`src/rtl/speech_pkg.sv`:
```
// speech_pkg: shared widths and FSM state type for the template matcher
package speech_pkg;
  localparam int SAMPLE_W   = 10;
  localparam int SCORE_W    = 20;
  localparam int AUDIO_AW   = 11;
  localparam int TMPL_IDX_W = 3;
  localparam int TMPL_AW    = 13;
  typedef enum logic [2:0] {IDLE, ACCUM, FLUSH, CMP, DONE} state_t;
endpackage

```
`src/rtl/sad_accum.sv`:
```
// sad_accum: saturating sum-of-absolute-differences accumulator with clear
module sad_accum
  import speech_pkg::*;
(
  input  logic                clk,
  input  logic                reset,
  input  logic                en,
  input  logic                clr,
  input  logic [SAMPLE_W-1:0] a,
  input  logic [SAMPLE_W-1:0] b,
  output logic [SCORE_W-1:0]  sum
);
  logic [SAMPLE_W-1:0] diff;
  logic [SCORE_W:0]    total;
  always_comb begin
    diff  = a > b ? a - b : b - a;
    total = {1'b0, sum} + (SCORE_W + 1)'(diff);
  end
  always_ff @(posedge clk) begin
    if (reset || clr) sum <= '0;
    else if (en) sum <= total[SCORE_W] ? '1 : total[SCORE_W-1:0];
  end
endmodule

```
`src/rtl/template_match_ctrl.sv`:
```
// template_match_ctrl: scores audio against stored templates by SAD and picks the best.
// Optional early abort of losing templates with TEMPLATE_MATCH_EARLY_ABORT_EN.
module template_match_ctrl
  import speech_pkg::*;
#(
  parameter int                 N_SAMPLES   = 1000,
  parameter int                 N_TEMPLATES = 4,
  parameter logic [SCORE_W-1:0] THRESHOLD   = 20'd200000
) (
  input  logic                  clk,
  input  logic                  reset,
  input  logic                  start,
  output logic [AUDIO_AW-1:0]   audio_addr,
  input  logic [SAMPLE_W-1:0]   audio_data,
  output logic [TMPL_AW-1:0]    tmpl_addr,
  input  logic [SAMPLE_W-1:0]   tmpl_data,
  output logic                  busy,
  output logic                  done,
  output logic [TMPL_IDX_W-1:0] best_idx,
  output logic [SCORE_W-1:0]    best_score,
  output logic                  match_valid
);
  state_t                state, state_nxt;
  logic [AUDIO_AW-1:0]   s;
  logic [TMPL_IDX_W-1:0] t;
  logic [SCORE_W-1:0]    sum;
  logic                  en, last_s, last_t, win;
  sad_accum u_sad (
    .clk  (clk),
    .reset(reset),
    .en   (en),
    .clr  (state == CMP),
    .a    (audio_data),
    .b    (tmpl_data),
    .sum  (sum)
  );
  always_comb begin
    last_s     = s == AUDIO_AW'(N_SAMPLES - 1);
    last_t     = t == TMPL_IDX_W'(N_TEMPLATES - 1);
    win        = t == '0 || sum < best_score;
    busy       = state != IDLE;
    done       = state == DONE;
    audio_addr = state == ACCUM ? s : '0;
    tmpl_addr  = state == ACCUM ? {t, s[AUDIO_AW-2:0]} : '0;
  end
  always_comb begin
    state_nxt = state;
    case (state)
      IDLE:  state_nxt = start ? ACCUM : IDLE;
`ifdef TEMPLATE_MATCH_EARLY_ABORT_EN
      // a template already scoring no better than the best can never win
      ACCUM: state_nxt = (t != '0 && sum >= best_score) ? CMP : last_s ? FLUSH : ACCUM;
`else
      ACCUM: state_nxt = last_s ? FLUSH : ACCUM;
`endif
      FLUSH: state_nxt = CMP;
      CMP:   state_nxt = last_t ? DONE : ACCUM;
      DONE:  state_nxt = IDLE;
      default: state_nxt = IDLE;
    endcase
  end
  always_ff @(posedge clk) begin
    if (reset) begin
      state       <= IDLE;
      s           <= '0;
      t           <= '0;
      en          <= 1'b0;
      best_idx    <= '0;
      best_score  <= '0;
      match_valid <= 1'b0;
    end else begin
      state <= state_nxt;
      // memory data lags the address by one cycle
      en    <= state == ACCUM;
      s     <= state == ACCUM ? s + 1'b1 : '0;
      if (state == IDLE && start) begin
        best_score  <= '1;
        best_idx    <= '0;
        match_valid <= 1'b0;
      end
      if (state == CMP) begin
        t <= last_t ? '0 : t + 1'b1;
        if (win) begin
          best_score <= sum;
          best_idx   <= t;
        end
        if (last_t) match_valid <= (win ? sum : best_score) < THRESHOLD;
      end
    end
  end
endmodule

```
`config.mk`:
```
export PLATFORM = sky130hd
export DESIGN_NAME = template_match_ctrl
export DESIGN_NICKNAME = d
export VERILOG_FILES = /design/src/rtl/speech_pkg.sv /design/src/rtl/sad_accum.sv /design/src/rtl/template_match_ctrl.sv
export SDC_FILE = /design/constraint.sdc
export NUM_CORES = 1
export LEC_CHECK = 0
export BUFFER_PORTS_ARGS = -buffer_cell sky130_fd_sc_hd__buf_4
export CAP_MARGIN = 20
export CORE_AREA = 2 2 97 99
export CTS_CLUSTER_SIZE = 25
export DETAILED_ROUTE_END_ITERATION = 8
export DIE_AREA = 0 0 99 101
export PLACE_DENSITY = 0.79
export SYNTH_ARGS = -nofsm -noshare
export SYNTH_HDL_FRONTEND = slang
export SYNTH_SLANG_ARGS = --single-unit
```
`constraint.sdc`:
```
create_clock -name clk -period 5 [get_ports clk]
set_input_delay 1.25 -clock clk [delete_from_list [all_inputs] [get_ports clk]]
set_output_delay 1.25 -clock clk [all_outputs]
set_load 0.05 [all_outputs]
```
== Word-level counts from Yosys, hierarchy flattened ==
Index checks and enable logic that the tools add are counted.
Storage, ports and cells
  register bits after elaboration: 62
  bits in latches: 0
  memory bits (writable): 0
  ROM bits: 0
  input bits: 23
  logic and storage cells: 49
  memories kept: 0
Cells by class
  add/sub/neg operators: 5
  multipliers: 0
  divide/modulo/power cells: 0
  $lt $le $gt $ge: 3
  eq/ne operators: 6
  shift operators: 0
  multiplexer cells: 19
  bitwise logic cells: 1
  reduce and logical (&&, ||, !) cells: 7
Operators with widths (count)
  two-way mux 20 bit: 5
  adder 20 x 10 -> 21 bit: 1
  < comparator 20 x 18 -> 1 bit, second input constant: 1
  < comparator 20 bit: 1
  subtractor 10 bit: 2
  two-way mux 3 bit: 5
  two-way mux 13 bit: 1
  case mux 3 bit (4 select lines): 1
  adder 11 x 1 -> 11 bit, second input constant: 1
  equality test 11 x 10 -> 1 bit, second input constant: 1
  two-way mux 11 bit: 1
  > comparator 10 bit: 1
  two-way mux 10 bit: 1
  equality test 3 x 2 -> 1 bit, second input constant: 3
  zero test 3 bit: 2
  two-way mux 1 bit: 4
  adder 3 x 1 -> 3 bit, second input constant: 1
  equality test 3 x 1 -> 1 bit, second input constant: 1
  equality test 3 bit, second input constant: 1
  nonzero test 3 bit: 1
  logical OR 1 bit: 2
  two-way mux 2 bit: 1
  OR reduction 2 bit: 1
  logical AND 1 bit: 1
  NOT 1 bit: 1

== Logic depth before layout (Yosys ltp) ==
Gate-level depths: netlist (run 1).
  word-level depth: 6
  depth in mapped cells: 18
  depth with buffers taken out: 17

== Cells and area by module ==
A second synthesis (run 1) with hierarchy kept.
Unflattened totals
  cell total of the unflattened synthesis: 556
  area total of the unflattened synthesis: 4662.0 um^2
Modules (own cells, without submodules)
  template_match_ctrl: instances 1, cells each 285, area an instance 2546.2 um^2, seq. area each 840.8 um^2
  sad_accum: instances 1, cells each 271, area an instance 2115.8 um^2, seq. area each 400.4 um^2

== Worst setup path after synthesis (run 1) ==
OpenSTA, ideal clock, no wires.
  kind: input to register
  from: in audio_data[5]
  to: reg u_sad.sum[1]
  setup time: 0.138 ns
  data arrival time: 4.392 ns
  data required time: 4.862 ns
  slack: 0.470 ns
  stages on the path: 16
  path buffers: 2
  path through: inv_1 -> ha_1 -> buf_2 -> a211oi_1 -> o211ai_1 -> o211ai_2 -> buf_6 -> mux2i_1 -> xnor2_1 -> ha_1 -> nor2b_1 -> o31a_1 -> o31ai_4 -> o21ai_0 -> a21oi_2 -> a221oi_1
Between the ends
  cells in the longest elaborated chain, start to end: 4
  elaborated cells between the ends (all ways): 6
  classes of those cells: add/sub (3); order compare (1); mux (2)
Ends and longest elaborated chain
  start, declared: line template_match_ctrl.sv:14  | input logic [SAMPLE_W-1:0] audio_data,
  subtractor 10 bit or > comparator 10 bit (tied branches): line sad_accum.sv:16  | diff = a > b ? a - b : b - a;
  two-way mux 10 bit (*): line sad_accum.sv:16
  adder 20 x 10 -> 21 bit (*): line sad_accum.sv:17  | total = {1'b0, sum} + (SCORE_W + 1)'(diff);
  two-way mux 20 bit (*): line sad_accum.sv:21  | else if (en) sum <= total[SCORE_W] ? '1 : total[SCORE_W-1:0];
  end signal, assigned: line sad_accum.sv:21
  end, declared: line sad_accum.sv:11  | output logic [SCORE_W-1:0] sum
Every way passes the cells marked *; elsewhere a longest branch is shown, timed or not.
A chain may end at the register's enable or synchronous reset.

== Final worst setup path (run 1) ==
  from: in audio_data[0]
  to: reg u_sad.sum[0]
Same word-level chain as after synthesis.

==> metrics.txt, run 1 <==
combinational power share=31.0%; Clock power frac=31.6%; Synth Cell Area=4770 sq um; sequential area share after synthesis=26.0%; First-pass DRT Iterations=6; die area=10000 sq um; critical path class=in2reg; post-route ant nets=0; clock buffer depth=2; 1st-iter DRT viols=228; detailed placement HPWL=8620 um; GRT Residual Overflow=0; crit end category=flop; post-synthesis mux area share=1.31%; Yosys cell types=61; largest family of logic cells by synthesized area=compound AO/OA/AOI/OAI gates; Critical Path RT=5220 ps; final instance area=5470 sq um; layout net count=715; ys flop type=dfxtp_1; Max-slew headroom=31.6%; worst hold slack=476 ps; Int Pwr=961 uW; Tmin final=4510 ps; Ys Warns=0; final worst-path cycle share=90.1%; status=finished clean; Clock Skews=10.3 ps; clock latency on the worst-skew pair=350 ps; Wirelength per Cell=15.0 um; vias in the first global route=4396; Die Wd=99 um; initial antenna violation count=0; P&R area growth vs syn=14.6%; H-tree Lvls=3; vias=4510; most frequent cells in the layout=79 x buf_4, 70 x a21oi_1, 62 x dfxtp_1; total negative slack=0 ps; Post-Synthesis Cells=589; post-synthesis adder-cell area fraction=14.6%; MaxCap Viol Count=0; Initial Utilization=53.2%; Routed WL=11300 um; part of the power in registers=37.4%; Switching Fraction=33.7%; Synth Register Bits=62; maximum VDD drop=0.000109 V; Avg Vias per Cell=5.99; ys async rst share=0%; crit-path max FO=10; Psw=488 uW; RSZ-0062 raised after global routing=false; Synth Area in Compound Gates=28.5%; CORE AREA=8980 sq um; Die Y=101 um; postcts setup bufs=0; Startpoint Class=input port; xor/xnor share of the synthesized area=4.40%; # resized after CTS=0; Mapped Nets=666; fmax=0.222 GHz; PwrDens=265 nW/um^2; clk root buf=clkbuf_8; Post-synth EDFFs=0; Tot GR Track Use=23.6%; Fill cells=800; number of diodes=0; LEAKAGE=0.00238 uW; fraction of layout instances using a drive strength above 1=17.0%; syn_area_per_cell=8.10 sq um; Rows=35; commonest non-fill, non-tap cell in the layout=buf_4; largest net degree at the start of global routing=33; first-pass GRT wire length=19600 um; Least-Margin Pin Slew=1030 ps; CTS buffer count=9; arrival time worst endpoint=4720 ps; IO Pins=73; IO Port Bufs=72; max-slew violations=0; Final Hold Fails=0; Hold Crit Class=reg2reg; Hold Buf Count CTS=0; clock sinks=62; placed cell area=5250 sq um; CTS tree=yes; Finish-stage setup viols=0; GPL Wtd Cong=0.879; Post-Synth Simple-Gate Area=15.5%; Reg clk slew, reported paths=70 ps; # DRC=0
-- Yosys cell counts, drive strengths merged, types with 14 or more instances --
| library cell | count | area share [%] |
|---|---|---|
| a21oi | 71 | 7.5 |
| dfxtp | 62 | 26 |
| inv | 55 | 4.3 |
| ha | 51 | 13 |
| nor2 | 37 | 3.0 |
| o21ai | 32 | 3.4 |
| nand2 | 29 | 2.3 |
| buf | 27 | 4.1 |
| o211ai | 22 | 3.6 |
| o32ai | 20 | 3.7 |
| and2 | 16 | 2.1 |
| clkbuf | 15 | 1.2 |
| nand3 | 15 | 1.6 |
| xor2 | 14 | 2.6 |
-- final timing paths --
kind	start	end	slack [ps]	cells after the start
worst max-delay path	audio_data[0]	u_sad.sum[0]$_SDFFE_PP0P_	490	18
worst max register to register	best_score[19]$_SDFF_PP0_	match_valid$_SDFF_PP0_	2260	8
worst min register to register	s[0]$_SDFF_PP0_	s[0]$_SDFF_PP0_	480	1
worst min-delay path	s[0]$_SDFF_PP0_	s[0]$_SDFF_PP0_	480	1
-- worst max-delay path: stages --
cell	delay (ps)
buf_4	110
inv_1	50
ha_1	130
inv_1	60
fa_1	380
nand3_1	120
a21oi_1	100
o211ai_2	340
buf_4	230
a31oi_1	50
a22oi_1	200
xnor2_1	150
ha_1	270
a211o_1	330
o31ai_4	290
o21ai_0	150
a21oi_2	390
a21oi_1	140
-- power groups by stage --
stage | Combinational [uW] | Clock (uW) | Sequential [uW]
2_1_floorplan | 293 | 0 | 595
3_3_place_gp | 432 | 0 | 552
3_5_place_dp | 447 | 0 | 553
4_1_cts | 449 | 465 | 542
5_1_grt | 499 | 489 | 546
6_report | 449 | 458 | 543
-- metrics by stage --
stage | power (uW) | cells | worst slack [ps] | utilization, %
2_1_floorplan | 888 | 589 | 470 | -
3_3_place_gp | 984 | 737 | 171 | 58.5
3_5_place_dp | 1000 | 737 | 120 | 58.5
4_1_cts | 1460 | 752 | 491 | 60.8
5_1_grt | 1530 | 753 | 228 | 60.9
6_report | 1450 | 753 | 495 | 60.9
-- cell type report --
type	instances	area (sq um)	share of cell area (%)
multi-input cells	430	3070	56.2
inverters	55	206	3.77
clock inverters	3	42.5	0.778
clock buffers	12	165	3.02
well taps	111	139	2.54
repair buffers	80	604	11.0
flip-flops and latches	62	1240	22.7
-- cell families after synthesis --
kind of cell / Yosys count
and+or+nand+nor: 146
DFF: 62
AOI/OAI and AO/OA: 200
buffers and inverters: 97
adders and majority gates: 54
xor gates and xnor gates: 24
muxes: 6
-- routing by layer --
metal,vias up,GRT usage (%),wire length (um),part of all wire (%)
met1,2119,27.6,4860,43
met2,136,42.6,5630,50
met3,28,4.09,539,4.8
met4,0,9.48,293,2.6
met5,-,0,0,0
li1,2227,-,-,-
-- state kept, by name, summed over array words and instances (netlist names) --
register,flops
u_sad.sum,20
best_idx,3
best_score,20
state,3
s,11
en,1
t,3
match_valid,1
(Power assumes the default switching activity.)
==> inputs of run 2 (changes only) <==
--- a/config.mk
+++ b/config.mk
@@ -7,10 +7,10 @@
 export LEC_CHECK = 0
 export BUFFER_PORTS_ARGS = -buffer_cell sky130_fd_sc_hd__buf_4
 export CAP_MARGIN = 20
-export CORE_AREA = 2 2 97 99
+export CORE_AREA = 4 4 99 101
 export CTS_CLUSTER_SIZE = 25
 export DETAILED_ROUTE_END_ITERATION = 8
-export DIE_AREA = 0 0 99 101
+export DIE_AREA = 0 0 103 105
 export PLACE_DENSITY = 0.79
 export SYNTH_ARGS = -nofsm -noshare
 export SYNTH_HDL_FRONTEND = slang
==> run 2 against run 1 <==
- largest power group unchanged
- via count rose by 0.35%
- first-iteration DRC count down 19%
- power increased by 1.4%
- hold slack got worse by 2.8 ps
- flip-flop and latch count unchanged
==> metrics.txt, run 2 (synthesized netlist as in run 1, its figures left out) <==
status=finished clean; CP startpoint=audio_data[5]; most frequent cells in the layout=77 x buf_4, 70 x a21oi_1, 62 x dfxtp_1; Tot GR Track Use=21.8% (-1.7 points); 1st-iter DRT viols=185 (-19%); GPL Wtd Cong=0.894 (+1.6%); crit-path max FO=10 (unchanged); Final Hold Fails=0 (unchanged); Critical Path RT=5200 ps (-20 ps); vias=4526 (+0.35%); final worst-path cycle share=93.3% (+3.2 points); clock buffer depth=2 (unchanged); most frequent CP cell=ha_1; Least-Margin Pin Slew=1010 ps (-15.2 ps); MaxCap Viol Count=0 (unchanged); slowest stage delay, CP=420 ps (+30 ps); Reg clk slew, reported paths=70 ps (about the same); vias in the first global route=4342 (-1.2%); worst hold slack=473 ps (-2.82 ps); crit end category=flop; CORE AREA=9020 sq um (+0.49%); number of diodes=0 (unchanged); Clock Skews=10.6 ps (+0.322 ps); footprint of the multi-input gates=3070 sq um (unchanged); Max-slew headroom=32.5% (+0.87 points); Startpoint Class=input port; RSZ-0062 raised after global routing=false; clk root buf=clkbuf_8; fraction of layout instances using a drive strength above 1=16.7% (-0.29 points); maximum VDD drop=0.000145 V (+33%); GRT Residual Overflow=0 (unchanged); Crit-path slowest cell=a21oi_2; IO Pins=73 (unchanged); PwrDens=269 nW/um^2 (+1.5%); final core utilization=60.5% (-0.39 points); Register Area=1240 sq um (unchanged); IO Port Bufs=72 (unchanged); max-slew violations=0 (unchanged); First-pass DRT Iterations=5 (-1); detailed placement HPWL=8760 um (+1.6%); H-tree Lvls=3 (unchanged); reg2reg start=t[0]$_SDFFE_PP0P_; Fill cells=785 (-1.9%); CTS tree=yes; Hold Crit Class=reg2reg; fmax=0.214 GHz (-3.5%); Hold Buf Count CTS=0 (unchanged); largest net degree at the start of global routing=33 (unchanged); CP endpoint=u_sad.sum[6]$_SDFFE_PP0P_; LEAKAGE=0.00237 uW (-0.33%); clock sinks=62 (unchanged); worst reg2reg setup slack=2270 ps (about the same); # resized after CTS=0 (unchanged); P&R area growth vs syn=14.4%; layout net count=713 (-0.28%); critical path class=in2reg; Critical R2R Capture=best_score[5]$_SDFF_PP0_; total negative slack=0 ps (unchanged); critical-path cell list=buf_4 > inv_1 > ha_1 > a211oi_1 > o211ai_1 > o211ai_2 > mux2i_1 > xnor2_1 > ha_1 > nor2b_1 > o31a_1 > o31ai_4 > o21ai_0 > a21oi_2 > a21oi_1; clock latency on the worst-skew pair=340 ps (about the same); die area=10800 sq um (+8.2%); CTS buffer count=9 (unchanged); Rows=35 (unchanged); postcts setup bufs=0 (unchanged); Routed WL=11600 um (+2.7%); Tmin final=4670 ps (+162 ps); commonest non-fill, non-tap cell in the layout=buf_4; Die Y=105 um (+4.0%); Avg Vias per Cell=6.02 (+0.49%); Die Wd=103 um (+4.0%); Wirelength per Cell=15.5 um (+2.8%); R2R depth=9 (+1); Largest regs=best_score (20), u_sad.sum (20), s (11); arrival time worst endpoint=4870 ps (+150 ps); first-pass GRT wire length=19600 um (-0.14%); Finish-stage setup viols=0 (unchanged); post-route ant nets=0 (unchanged); initial antenna violation count=0 (unchanged); Initial Utilization=52.9% (-0.26 points); # DRC=0 (unchanged)
-- run 2: how the worst min path moves through the flow --
stage | to | slack [ps] | startpoint | cells after the start
after floorplan | s[0]$_SDFF_PP0_ | 430 | s[0]$_SDFF_PP0_ | 1
after global placement | s[0]$_SDFF_PP0_ | 440 | s[0]$_SDFF_PP0_ | 1
after detailed placement | s[0]$_SDFF_PP0_ | 450 | s[0]$_SDFF_PP0_ | 1
after CTS | s[0]$_SDFF_PP0_ | 480 | s[0]$_SDFF_PP0_ | 1
after global routing | t[2]$_SDFFE_PP0P_ | 520 | t[2]$_SDFFE_PP0P_ | 2
final | s[0]$_SDFF_PP0_ | 470 | s[0]$_SDFF_PP0_ | 1
-- run 2: final cells by class --
| type | count | area share [%] |
|---|---|---|
| inverters | 55 | 3.78 |
| repair buffers | 78 | 10.8 |
| well taps | 111 | 2.54 |
| multi-input cells | 430 | 56.2 |
| flip-flops and latches | 62 | 22.7 |
| clock inverters | 6 | 1.58 |
| clock buffers | 10 | 2.34 |
-- run 2: stage by stage --
| step | std cells | power, uW | instance area (sq um) | setup WS (ps) |
|---|---|---|---|---|
| 2_1_floorplan | 589 | 888 | 4770 | 470 |
| 6_report | 752 | 1470 | 5460 | 333 |
| 4_1_cts | 751 | 1480 | 5450 | 372 |
| 5_1_grt | 752 | 1550 | 5460 | 30.5 |
| 3_3_place_gp | 735 | 982 | 5240 | 132 |
| 3_5_place_dp | 735 | 996 | 5240 | 16.8 |
-- run 2: power by group --
part / switching [uW] / internal, uW / leakage (uW)
registers: 27.8 / 517 / 0.000507
clock network: 200 / 280 / 0.000106
logic: 270 / 175 / 0.00176
total: 497 / 972 / 0.00237
-- run 2: per-layer routing --
metal / vias up / GRT usage [%] / share of wire [%]
met5: - / 0 / 0
met4: 0 / 8.60 / 2.3
met3: 25 / 3.54 / 6.3
met2: 171 / 37.4 / 49
met1: 2107 / 26.8 / 42
li1: 2223 / - / -
-- run 2: critical path, delay by kind of cell --
family	cells	cell delay (ps)
multiplexers	1	260
AO/OA/AOI/OAI	8	2190
AND/OR/NAND/NOR	1	160
buffers and inverters	2	120
adder cells (fa/ha/maj)	2	700
XOR/XNOR	1	170
